===== config.mk =====
export PLATFORM = sky130hd
export DESIGN_NAME = readout_frame_serializer
export DESIGN_NICKNAME = d
export VERILOG_FILES = /design/src/rtl/readout_frame_pkg.sv /design/src/rtl/readout_frame_serializer_word2byte_ser.sv /design/src/rtl/readout_frame_serializer.sv
export SDC_FILE = /design/constraint.sdc
export NUM_CORES = 1
export LEC_CHECK = 0
export CAP_MARGIN = 20
export CORE_ASPECT_RATIO = 0.6
export CORE_UTILIZATION = 35
export CTS_CLUSTER_DIAMETER = 120
export CTS_CLUSTER_SIZE = 16
export DETAILED_ROUTE_END_ITERATION = 8
export GPL_TIMING_DRIVEN = 0
export PLACE_DENSITY = 0.64
export SYNTH_ARGS = -nofsm -noshare
export SYNTH_HDL_FRONTEND = slang
export SYNTH_SLANG_ARGS = --single-unit
export TNS_END_PERCENT = 5

===== constraint.sdc =====
create_clock -name clk_i -period 7.45 [get_ports clk_i]
set_input_delay 1.49 -clock clk_i [delete_from_list [all_inputs] [get_ports clk_i]]
set_output_delay 1.49 -clock clk_i [all_outputs]
set_load 0.1 [all_outputs]

===== src/rtl/readout_frame_pkg.sv =====
// Shared constants and encodings for the readout frame serializer.
package readout_frame_pkg;

   localparam logic [31:0] HEADER_DEF = 32'h00AA_AAAA;
   localparam logic [31:0] FOOTER_DEF = 32'h00FF_FFFF;
   localparam logic [7:0]  CRC8_POLY  = 8'h07;

   typedef enum logic [2:0] {
      ST_IDLE,
      ST_RD,
      ST_CAPT,
      ST_SEND,
      ST_CRC
   } state_e;

   typedef enum logic [1:0] {
      PH_HUNT,
      PH_DATA,
      PH_FOOT
   } phase_e;

   // CRC-8, MSB-first, one byte per call.
   function automatic logic [7:0] crc8_update(input logic [7:0] crc, input logic [7:0] data);
      logic [7:0] c;
      c = crc ^ data;
      for (int i = 0; i < 8; i++) begin
         c = c[7] ? ((c << 1) ^ CRC8_POLY) : (c << 1);
      end
      return c;
   endfunction

endpackage


===== src/rtl/readout_frame_serializer_word2byte_ser.sv =====
// word2byte_ser: loads a 32-bit word and emits it MSB byte first on a valid/ready
// handshake, pulsing done_o as the fourth byte is accepted.
module word2byte_ser
   import readout_frame_pkg::*;
(
   input  logic        clk_i,
   input  logic        rst_i,
   input  logic        load_i,
   input  logic [31:0] word_i,
   input  logic        ready_i,
   output logic [7:0]  byte_o,
   output logic        valid_o,
   output logic        done_o
);

   logic [31:0] word_q, word_d;
   logic [1:0]  cnt_q, cnt_d;
   logic        valid_q, valid_d;
   logic        fire;

   assign fire = valid_q & ready_i;

   always_comb begin
      // NOTE: every always_comb target is defaulted first so no path can infer a latch.
      word_d  = word_q;
      cnt_d   = cnt_q;
      valid_d = valid_q;
      if (load_i) begin
         word_d  = word_i;
         cnt_d   = 2'd0;
         valid_d = 1'b1;
      end else if (fire) begin
         // Shifting in zeros leaves byte_o at 0 once the word is drained.
         word_d = {word_q[23:0], 8'h00};
         cnt_d  = cnt_q + 2'd1;
         if (cnt_q == 2'd3) begin
            valid_d = 1'b0;
         end
      end
   end

   always_ff @(posedge clk_i or posedge rst_i) begin
      // NOTE: non-blocking assignments so every flop samples pre-edge values regardless of order.
      if (rst_i) begin
         word_q  <= '0;
         cnt_q   <= '0;
         valid_q <= 1'b0;
      end else begin
         word_q  <= word_d;
         cnt_q   <= cnt_d;
         valid_q <= valid_d;
      end
   end

   assign byte_o  = word_q[31:24];
   assign valid_o = valid_q;
   assign done_o  = fire & (cnt_q == 2'd3);

endmodule


===== src/rtl/readout_frame_serializer.sv =====
// Pops framed words from the readout FIFO, checks HEADER/DATA/FOOTER structure and
// streams accepted words as bytes. Define READOUT_CRC_EN to append a CRC-8 per frame.
module readout_frame_serializer
   import readout_frame_pkg::*;
#(
   parameter int          DATA_WORDS = 256,
   parameter logic [31:0] HEADER     = HEADER_DEF,
   parameter logic [31:0] FOOTER     = FOOTER_DEF,
   parameter int          CNT_W      = 16
)(
   input  logic             clk_i,
   input  logic             rst_i,
   input  logic             fifo_empty_i,
   input  logic [31:0]      fifo_data_i,
   output logic             fifo_rd_o,
   output logic [7:0]       byte_o,
   output logic             byte_valid_o,
   input  logic             byte_ready_i,
   output logic [CNT_W-1:0] frame_cnt_o,
   output logic [CNT_W-1:0] err_cnt_o,
   output logic             busy_o
);

   localparam int               IDX_W    = (DATA_WORDS > 1) ? $clog2(DATA_WORDS) : 1;
   localparam logic [IDX_W-1:0] IDX_LAST = IDX_W'(DATA_WORDS - 1);

   state_e           state_q, state_d;
   phase_e           phase_q, phase_d;
   logic [IDX_W-1:0] idx_q, idx_d;
   logic [CNT_W-1:0] frame_cnt_q, frame_cnt_d;
   logic [CNT_W-1:0] err_cnt_q, err_cnt_d;
   logic             load, accept_hdr, err_inc, frame_inc;
   logic [7:0]       ser_byte;
   logic             ser_valid, ser_done;
`ifdef READOUT_CRC_EN
   logic [7:0]       crc_q, crc_d;
   logic             footer_q, footer_d;
`endif

   word2byte_ser u_ser (
      .clk_i   (clk_i),
      .rst_i   (rst_i),
      .load_i  (load),
      .word_i  (fifo_data_i),
      .ready_i (byte_ready_i),
      .byte_o  (ser_byte),
      .valid_o (ser_valid),
      .done_o  (ser_done)
   );

   always_comb begin
      state_d    = state_q;
      phase_d    = phase_q;
      idx_d      = idx_q;
      load       = 1'b0;
      accept_hdr = 1'b0;
      err_inc    = 1'b0;
      frame_inc  = 1'b0;
`ifdef READOUT_CRC_EN
      crc_d      = crc_q;
      footer_d   = footer_q;
`endif
      case (state_q)
         ST_IDLE: if (!fifo_empty_i) state_d = ST_RD;
         ST_RD:   state_d = ST_CAPT;
         ST_CAPT: begin
            state_d = ST_IDLE;
            case (phase_q)
               PH_HUNT: begin
                  if (fifo_data_i == HEADER) accept_hdr = 1'b1;
                  else                       err_inc    = 1'b1;
               end
               PH_DATA: begin
                  load = 1'b1;
                  if (idx_q == IDX_LAST) phase_d = PH_FOOT;
                  else                   idx_d   = idx_q + IDX_W'(1);
               end
               PH_FOOT: begin
                  if (fifo_data_i == FOOTER) begin
                     load      = 1'b1;
                     frame_inc = 1'b1;
                     phase_d   = PH_HUNT;
                  end else if (fifo_data_i == HEADER) begin
                     // Missing footer: count it, but resync on the new header.
                     err_inc    = 1'b1;
                     accept_hdr = 1'b1;
                  end else begin
                     err_inc = 1'b1;
                     phase_d = PH_HUNT;
                  end
               end
               default: phase_d = PH_HUNT;
            endcase
            if (accept_hdr) begin
               load    = 1'b1;
               phase_d = PH_DATA;
               idx_d   = '0;
`ifdef READOUT_CRC_EN
               crc_d   = 8'h00;
`endif
            end
`ifdef READOUT_CRC_EN
            footer_d = (phase_q == PH_FOOT) && (fifo_data_i == FOOTER);
`endif
            if (load) state_d = ST_SEND;
         end
         ST_SEND: begin
`ifdef READOUT_CRC_EN
            if (ser_valid && byte_ready_i) crc_d = crc8_update(crc_q, ser_byte);
            if (ser_done) state_d = footer_q ? ST_CRC : ST_IDLE;
`else
            if (ser_done) state_d = ST_IDLE;
`endif
         end
         ST_CRC:  if (byte_ready_i) state_d = ST_IDLE;
         default: state_d = ST_IDLE;
      endcase

      frame_cnt_d = (frame_inc && (frame_cnt_q != '1)) ? frame_cnt_q + CNT_W'(1) : frame_cnt_q;
      err_cnt_d   = (err_inc   && (err_cnt_q   != '1)) ? err_cnt_q   + CNT_W'(1) : err_cnt_q;
   end

   always_ff @(posedge clk_i or posedge rst_i) begin
      if (rst_i) begin
         state_q     <= ST_IDLE;
         phase_q     <= PH_HUNT;
         idx_q       <= '0;
         frame_cnt_q <= '0;
         err_cnt_q   <= '0;
`ifdef READOUT_CRC_EN
         crc_q       <= 8'h00;
         footer_q    <= 1'b0;
`endif
      end else begin
         state_q     <= state_d;
         phase_q     <= phase_d;
         idx_q       <= idx_d;
         frame_cnt_q <= frame_cnt_d;
         err_cnt_q   <= err_cnt_d;
`ifdef READOUT_CRC_EN
         crc_q       <= crc_d;
         footer_q    <= footer_d;
`endif
      end
   end

`ifdef READOUT_CRC_EN
   assign byte_o       = (state_q == ST_CRC) ? crc_q : ser_byte;
   assign byte_valid_o = ser_valid | (state_q == ST_CRC);
`else
   assign byte_o       = ser_byte;
   assign byte_valid_o = ser_valid;
`endif
   assign fifo_rd_o   = (state_q == ST_RD);
   assign busy_o      = (state_q != ST_IDLE);
   assign frame_cnt_o = frame_cnt_q;
   assign err_cnt_o   = err_cnt_q;

endmodule


==> results.yml, run 1 <==
outcome:
  outcome: "complete, but fails checks"
  violations: "design-rule violations"
power_and_ir_drop:
  switching_share: 0.354
  power.internal_uw: 783
  fin_total_pwr_uw: 1210
  total_leakage_power_uw: 0.00235
  seq_power_share: 0.396
  powerDensity_nw_per_um2: 235
  ir_drop_mv: 0.314
  clkPwrFrac: 0.332
  p_comb_frac: 0.272
  p_sw_uw: 429
grt:
  grt_usage: 0.177
  antenna_found_initial: 0
  grt_first_pass_wirelength_um: 16000
  grt_max_degree: 70
  gr-total-overflow: 0
  grt_pass1_vias: 3082
clock_tree:
  cts_resized: 0
  post-cts-setup-buffers: 0
  cts_made_buffers: 9
  tritoncts: "built"
  clockRootBuffer: "clkbuf_16"
  path_clk_slew_ns: 0.06
  clk_path_buf_depth: 2
  h-tree-depth: 3
  cts.sinks: 79
  cts_hold_buffers: 0
  clk-insertion-delay-late_ns: 0.33
run:
  maxCapViolCount: 0
routing:
  vias: 3179
  ant_nets: 0
  wl_met2_um: 3940
  viasPerCell: 5.10
  met3_wirelength_um: 576
  wl_um: 9550
  top_layer: "met4"
  drt_iter0_drc: 194
  wl_met1_um: 4970
  detail_route.wl_per_cell_um: 15.3
  drc: 8
  firstDrtPassIters: 6
timing:
  rsz0062_at_grt: "false"
  slew_headroom: 0.309
  setup_slack_ns: 3.16
  setup_viol_count_final: 0
  final_max_slew_viol_count: 0
  hold_slack_ns: 0.487
  tns_ns: 0
  worst_slew_pin_slew_ns: 1.03
  fin_worst_skew_ns: 0.00496
  fmax_ghz: 0.233
  period_minus_slack_ns: 4.29
  fin_crit_sh: 0.576
  final-hold-violation-count: 0
floorplanning:
  io_pins: 79
  die_w_um: 138
  start_util: 0.365
  die_h_um: 83.9
  rows: 29
  core_um2: 10700
  dieArea_um2: 11600
critical_path:
  crit_fanout: 6
  critPathBufInv: 1
  crit_chain: "clkdlybuf4s50_1, or4_1, nor4_1, nand3_1, nor4_1, nand4_1, xnor2_1"
  cpMostUsedCell: "nor4_1"
  crit_slowest_cell: "nor4_1"
  worstSetupStartpointType: "input pin"
  cpPeakStageDelay_ns: 0.87
  crit_required_ns: 7.67
  critPathTopFamily: "simple AND/OR/NAND/NOR gates"
  crit_path_end_kind: "flop"
  cp.arrival_ns: 4.51
  critical_path_class: "in -> reg"
yosys:
  yosys_warnings: 0
  synth_seq_cells: 79
  syn_area_um2: 3910
  synth-main-ff-cell: "dfrtp_1"
  synth.avg_cell_area_um2: 10.0
  netlist_instances: 390
  synth_seq_area_share: 0.506
  synth_edf_count: 0
  syn-num-nets: 433
  synthArstFlopShare: 1.00
  yosysUniqueCellTypes: 44
placement:
  dp_slack_ns: 2.82
  placedInstanceArea_um2: 4890
  place.gp.congestion: 0.764
  io_buffers: 78
  hpwlAfterDp_um: 6920
hold_path:
  min-delay-path-class: "reg -> reg"
layout:
  diodes: 0
  stdcell_area_um2: 5170
  syn_to_final_growth_pct: 32.2
  nFillCells: 981
  final_nets: 523
  drive_above_1_share: 0.0744
-- registers in the layout, indices dropped and copies added, names as in the netlist --
| name | flops |
|---|---|
| u_ser.word_q | 32 |
| err_cnt_o | 16 |
| frame_cnt_o | 16 |
| idx_q | 8 |
| phase_q | 2 |
| state_q | 2 |
| u_ser.cnt_q | 2 |
| u_ser.valid_o | 1 |
-- placed cells by master, fill, tap and decap left out, types with 9 or more instances in the layout --
cell type        Yosys  layout
xnor2_1             21      21
clkdlybuf4s50_1      0      78
nand2_1             58      58
dfrtp_1             79      79
o21ai_0             45      45
clkbuf_1             8       9
mux2i_1             24      24
nor2_1              18      18
nand3_1             17      17
and3_1              10      10
clkbuf_16            0       9
nand4_1             18      18
xor2_1              10      10
-- logic make-up after synthesis --
family / share of synthesized area
muxes: 0.0672
DFF: 0.506
AOI/OAI and AO/OA: 0.110
adders and majority gates: 0.0224
buffers and inverters: 0.0435
xor gates and xnor gates: 0.0694
and+or+nand+nor: 0.182
-- layer usage --
layer  vias to the layer above  track usage
li1                       1566            -
met1                      1529        0.261
met2                        77        0.249
met3                         7       0.0620
met4                         0       0.0337
met5                         -            0
-- cell usage after synthesis (all sizes together), types with 2 or more instances --
library cell	n	share of area
a21o	2	0.0038
a21oi	6	0.0077
a22o	3	0.0067
a31oi	2	0.0032
and3	10	0.016
and4	4	0.0090
buf	13	0.027
clkbuf	10	0.010
dfrtp	79	0.51
ha	7	0.022
inv	7	0.0067
mux2	2	0.0058
mux2i	24	0.061
nand2	58	0.056
nand3	17	0.022
nand4	18	0.029
nor2	18	0.017
nor3	4	0.0051
nor4	6	0.0096
o21ai	49	0.063
or2	2	0.0032
or4	4	0.0086
xnor2	21	0.047
xor2	10	0.022
-- final timing paths --
path | startpoint | endpoint | slack, ns | depth (start not counted)
max | fifo_data_i[27] | frame_cnt_o[7] | 3.16 | 7
min | frame_cnt_o[12] | frame_cnt_o[12] | 0.49 | 1
max reg2reg | err_cnt_o[0] | err_cnt_o[3] | 4.75 | 8
min reg2reg | frame_cnt_o[12] | frame_cnt_o[12] | 0.49 | 1
max in group asynchronous | rst_i | u_ser.cnt_q[1] | 5.47 | 3
min in group asynchronous | rst_i | u_ser.word_q[25] | 1.41 | 2
-- layout make-up --
cell class / count / area [µm²] / share of cell area
inverters: 7 / 28.8 / 0.00557
plain buffers: 23 / 144 / 0.0278
well taps: 139 / 174 / 0.0336
clock inverters: 3 / 18.8 / 0.00363
multi-input cells: 281 / 1760 / 0.341
flip-flops and latches: 79 / 1980 / 0.382
repair buffers: 79 / 808 / 0.156
clock buffers: 12 / 256 / 0.0496
-- through the flow --
step / instances / utilization
finish: 623 / 0.483
global route: 623 / 0.483
global placement: 607 / 0.454
detailed placement: 608 / 0.457
CTS: 623 / 0.483
floorplan: 390 / -
-- power groups by stage --
stage	Sequential (µW)	Clock (µW)	Combinational, µW
5_1_grt	484	431	352
6_report	480	403	330
3_5_place_dp	486	0	329
4_1_cts	479	415	332
3_3_place_gp	484	0	326
2_1_floorplan	577	0	139
Note: power is estimated with default switching activity, not from simulation.
==> run 2, diff against run 1 <==
clock period = 4.4 ns   (was 7.45 ns; I/O delays follow)
==> results of run 2 <==
Same layout as run 1 (identical final DEF). Status: complete, but fails checks: design-rule violations.
Among the figures that moved: setup slack after placement 2.82 ns -> 0.385 ns; setup slack after layout 3.16 ns -> 0.717 ns; register-to-register setup slack 4.75 ns -> 1.70 ns; total power 1210 µW -> 2050 µW; worst IR drop on VDD 0.314 mV -> 0.532 mV
==> variant, RTL diff (config.mk and constraints of run 2) <==
Re-encode `phase_e` (3 values) as one-hot, 3 bits wide.
--- a/src/rtl/readout_frame_pkg.sv
+++ b/src/rtl/readout_frame_pkg.sv
@@ -13,10 +13,10 @@
       ST_CRC
    } state_e;
 
-   typedef enum logic [1:0] {
-      PH_HUNT,
-      PH_DATA,
-      PH_FOOT
+   typedef enum logic [2:0] {
+      PH_HUNT = 3'b001,
+      PH_DATA = 3'b010,
+      PH_FOOT = 3'b100
    } phase_e;
 
    // CRC-8, MSB-first, one byte per call.
Behaviour: same outputs for any inputs over 10 cycles, from zero or initial values and one cycle with rst_i high; not proved beyond that.
==> variant against run 2 <==
Fmax grew 7.5%; hold slack lost 0.0077 ns; area after synthesis grew 6.3%; sequential cell count grew 1; via count grew 11%; design area grew 6.3%; critical path depth up 1; cell count is 7.2% higher; register-to-register slack gained 0.26 ns; power increased by 40%; sequential share of layout area fell by 1.8 points; routed wire length is 15% higher; setup slack gained 0.26 ns; sequential power is 28% higher; largest cell class unchanged; largest power group unchanged; highest routed layer unchanged.
==> variant: results (changes against run 2) <==
- Global-route wire length before repair: 18.0 mm (+12%)
- Buffer levels on the longest clock path: 2 (unchanged)
- FF-to-FF setup slack: 1.96 ns (+0.26 ns)
- Mux contribution to synthesized area: 5.09% (-1.6 points)
- CTS buffer count: 9 (unchanged)
- Max FFs per register: 32 (unchanged)
- Xor/xnor share of the synthesized area: 6.71% (-0.23 points)
- Top FF cell, synth: dfrtp_1
- CP Max Fanout: 10 (+4)
- GRT Util Overall: 19.0% (+1.3 points)
- FMAX: 292 MHz (+7.5%)
- Final GP Congestion: 0.850 (+11%)
- Detail Placement HPWL: 8.03 mm (+16%)
- Met2 usage: 25.3% (+0.39 points)
- Largest register by flop count: u_ser.word_q
- Routed WL per cell: 16.4 um (+7.1%)
- Top post-synthesis cells by count: dfrtp_1, o21ai_0, nand2_1, nor2_1, mux2i_1
- Leakage: 2.22 nW (-5.6%)
- Post-CTS resize count: 0 (unchanged)
- Nets: 543 (+3.8%)
- First-pass DRT Iterations: 4 (-2)
- Initial antenna violation count: 0 (unchanged)
- Vias in the first global route: 3,401 (+10%)
- Max stage delay on crit path: 0.64 ns (-0.23 ns)
- CP max stage cell: a2111oi_4
- Clk slew on worst S/H paths: 0.06 ns (about the same)
- WP data arrival: 3.67 ns (-0.23 ns)
- Synth Area in Compound Gates: 14.9% (+3.9 points)
- Top post-synthesis cells by area: dfrtp_1, o21ai_0, mux2i_1
- Largest net degree at the start of global routing: 49 (-30%)
- DR iter-0 viols: 281 (+45%)
- GR Util met3: 6.13% (-0.064 points)
- Status: finished clean
- Layout cells sized above 1: 9.84% (+2.4 points)
- WHS: 0.479 ns (-0.00766 ns)
- Via density: 5.29 (+3.7%)
- Net Count, Synth: 453 (+4.6%)
- Post-CTS setup buffer count: 0 (unchanged)
- Met1 Use GR: 29.4% (+3.2 points)
- CTS root buffer: clkbuf_16
- Yosys warning count: 0 (unchanged)
- Rel. slew slack: 32.8% (+1.9 points)
- Worst Hold Class: reg -> reg
- Async set-reset flop share out of synthesis: 100% (unchanged)
- Clock skew: 0.00558 ns (+0.000623 ns)
- Pre-CTS setup slack: 0.703 ns (+0.318 ns)
- Synth Area in Adders: 1.20% (-1.0 points)
- Register area share after synthesis: 48.2% (-2.4 points)
- Worst IR Drop VDD: 240 uV (-55%)
- Synth cell types: 50 (+14%)
==> variant: changes by cell type after synthesis, sizes merged, moves of 6 or more <==
cell,delta
a21oi,+6
nor3,+6
nand2,-21
nor2,+8
xor2,+8
xnor2,-8
==> variant: final timing paths <==
path | start | endpoint | cells after the start
max | fifo_data_i[6] | u_ser.word_q[22] | 8
min | err_cnt_o[7] | err_cnt_o[7] | 1
max reg2reg | phase_q[1] | idx_q[5] | 8
min reg2reg | err_cnt_o[7] | err_cnt_o[7] | 1
max in group asynchronous | rst_i | phase_q[0] | 3
min in group asynchronous | rst_i | err_cnt_o[8] | 2
==> variant: logic make-up after synthesis <==
| family | Yosys count |
|---|---|
| adders and majority gates | 4 |
| muxes | 21 |
| xor gates and xnor gates | 31 |
| AOI/OAI and AO/OA | 90 |
| and+or+nand+nor | 152 |
| buffers and inverters | 35 |
| DFF | 80 |
==> variant: layout make-up <==
cell class	instances	area [um2]
plain buffers	29	164
clock buffers	13	260
clock inverters	3	65.1
fillers	1049	5950
inverters	6	25.0
multi-input cells	298	1970
flip-flops and latches	80	2000
well taps	160	200
repair buffers	79	808
==> variant: power by group <==
group          switching [mW]  internal, mW  total, mW
combinational           0.653         0.362       1.02
clock                   0.286         0.527      0.813
sequential              0.127         0.917       1.04
total                    1.07          1.81       2.87
==> variant: layer usage <==
layer | vias to the layer above | routed length [um]
met5 | - | 0
met4 | 0 | 81
met3 | 8 | 742
met2 | 116 | 4290
met1 | 1739 | 5850
li1 | 1671 | -
==> variant: through the flow <==
stage          cell area (um2)  instances  power [mW]
6_report                  5490        668        2.87
3_5_place_dp              5170        652        2.07
2_1_floorplan             4160        413        1.80
4_1_cts                   5490        668        2.88
3_3_place_gp              5140        651        2.04
5_1_grt                   5490        668        3.03
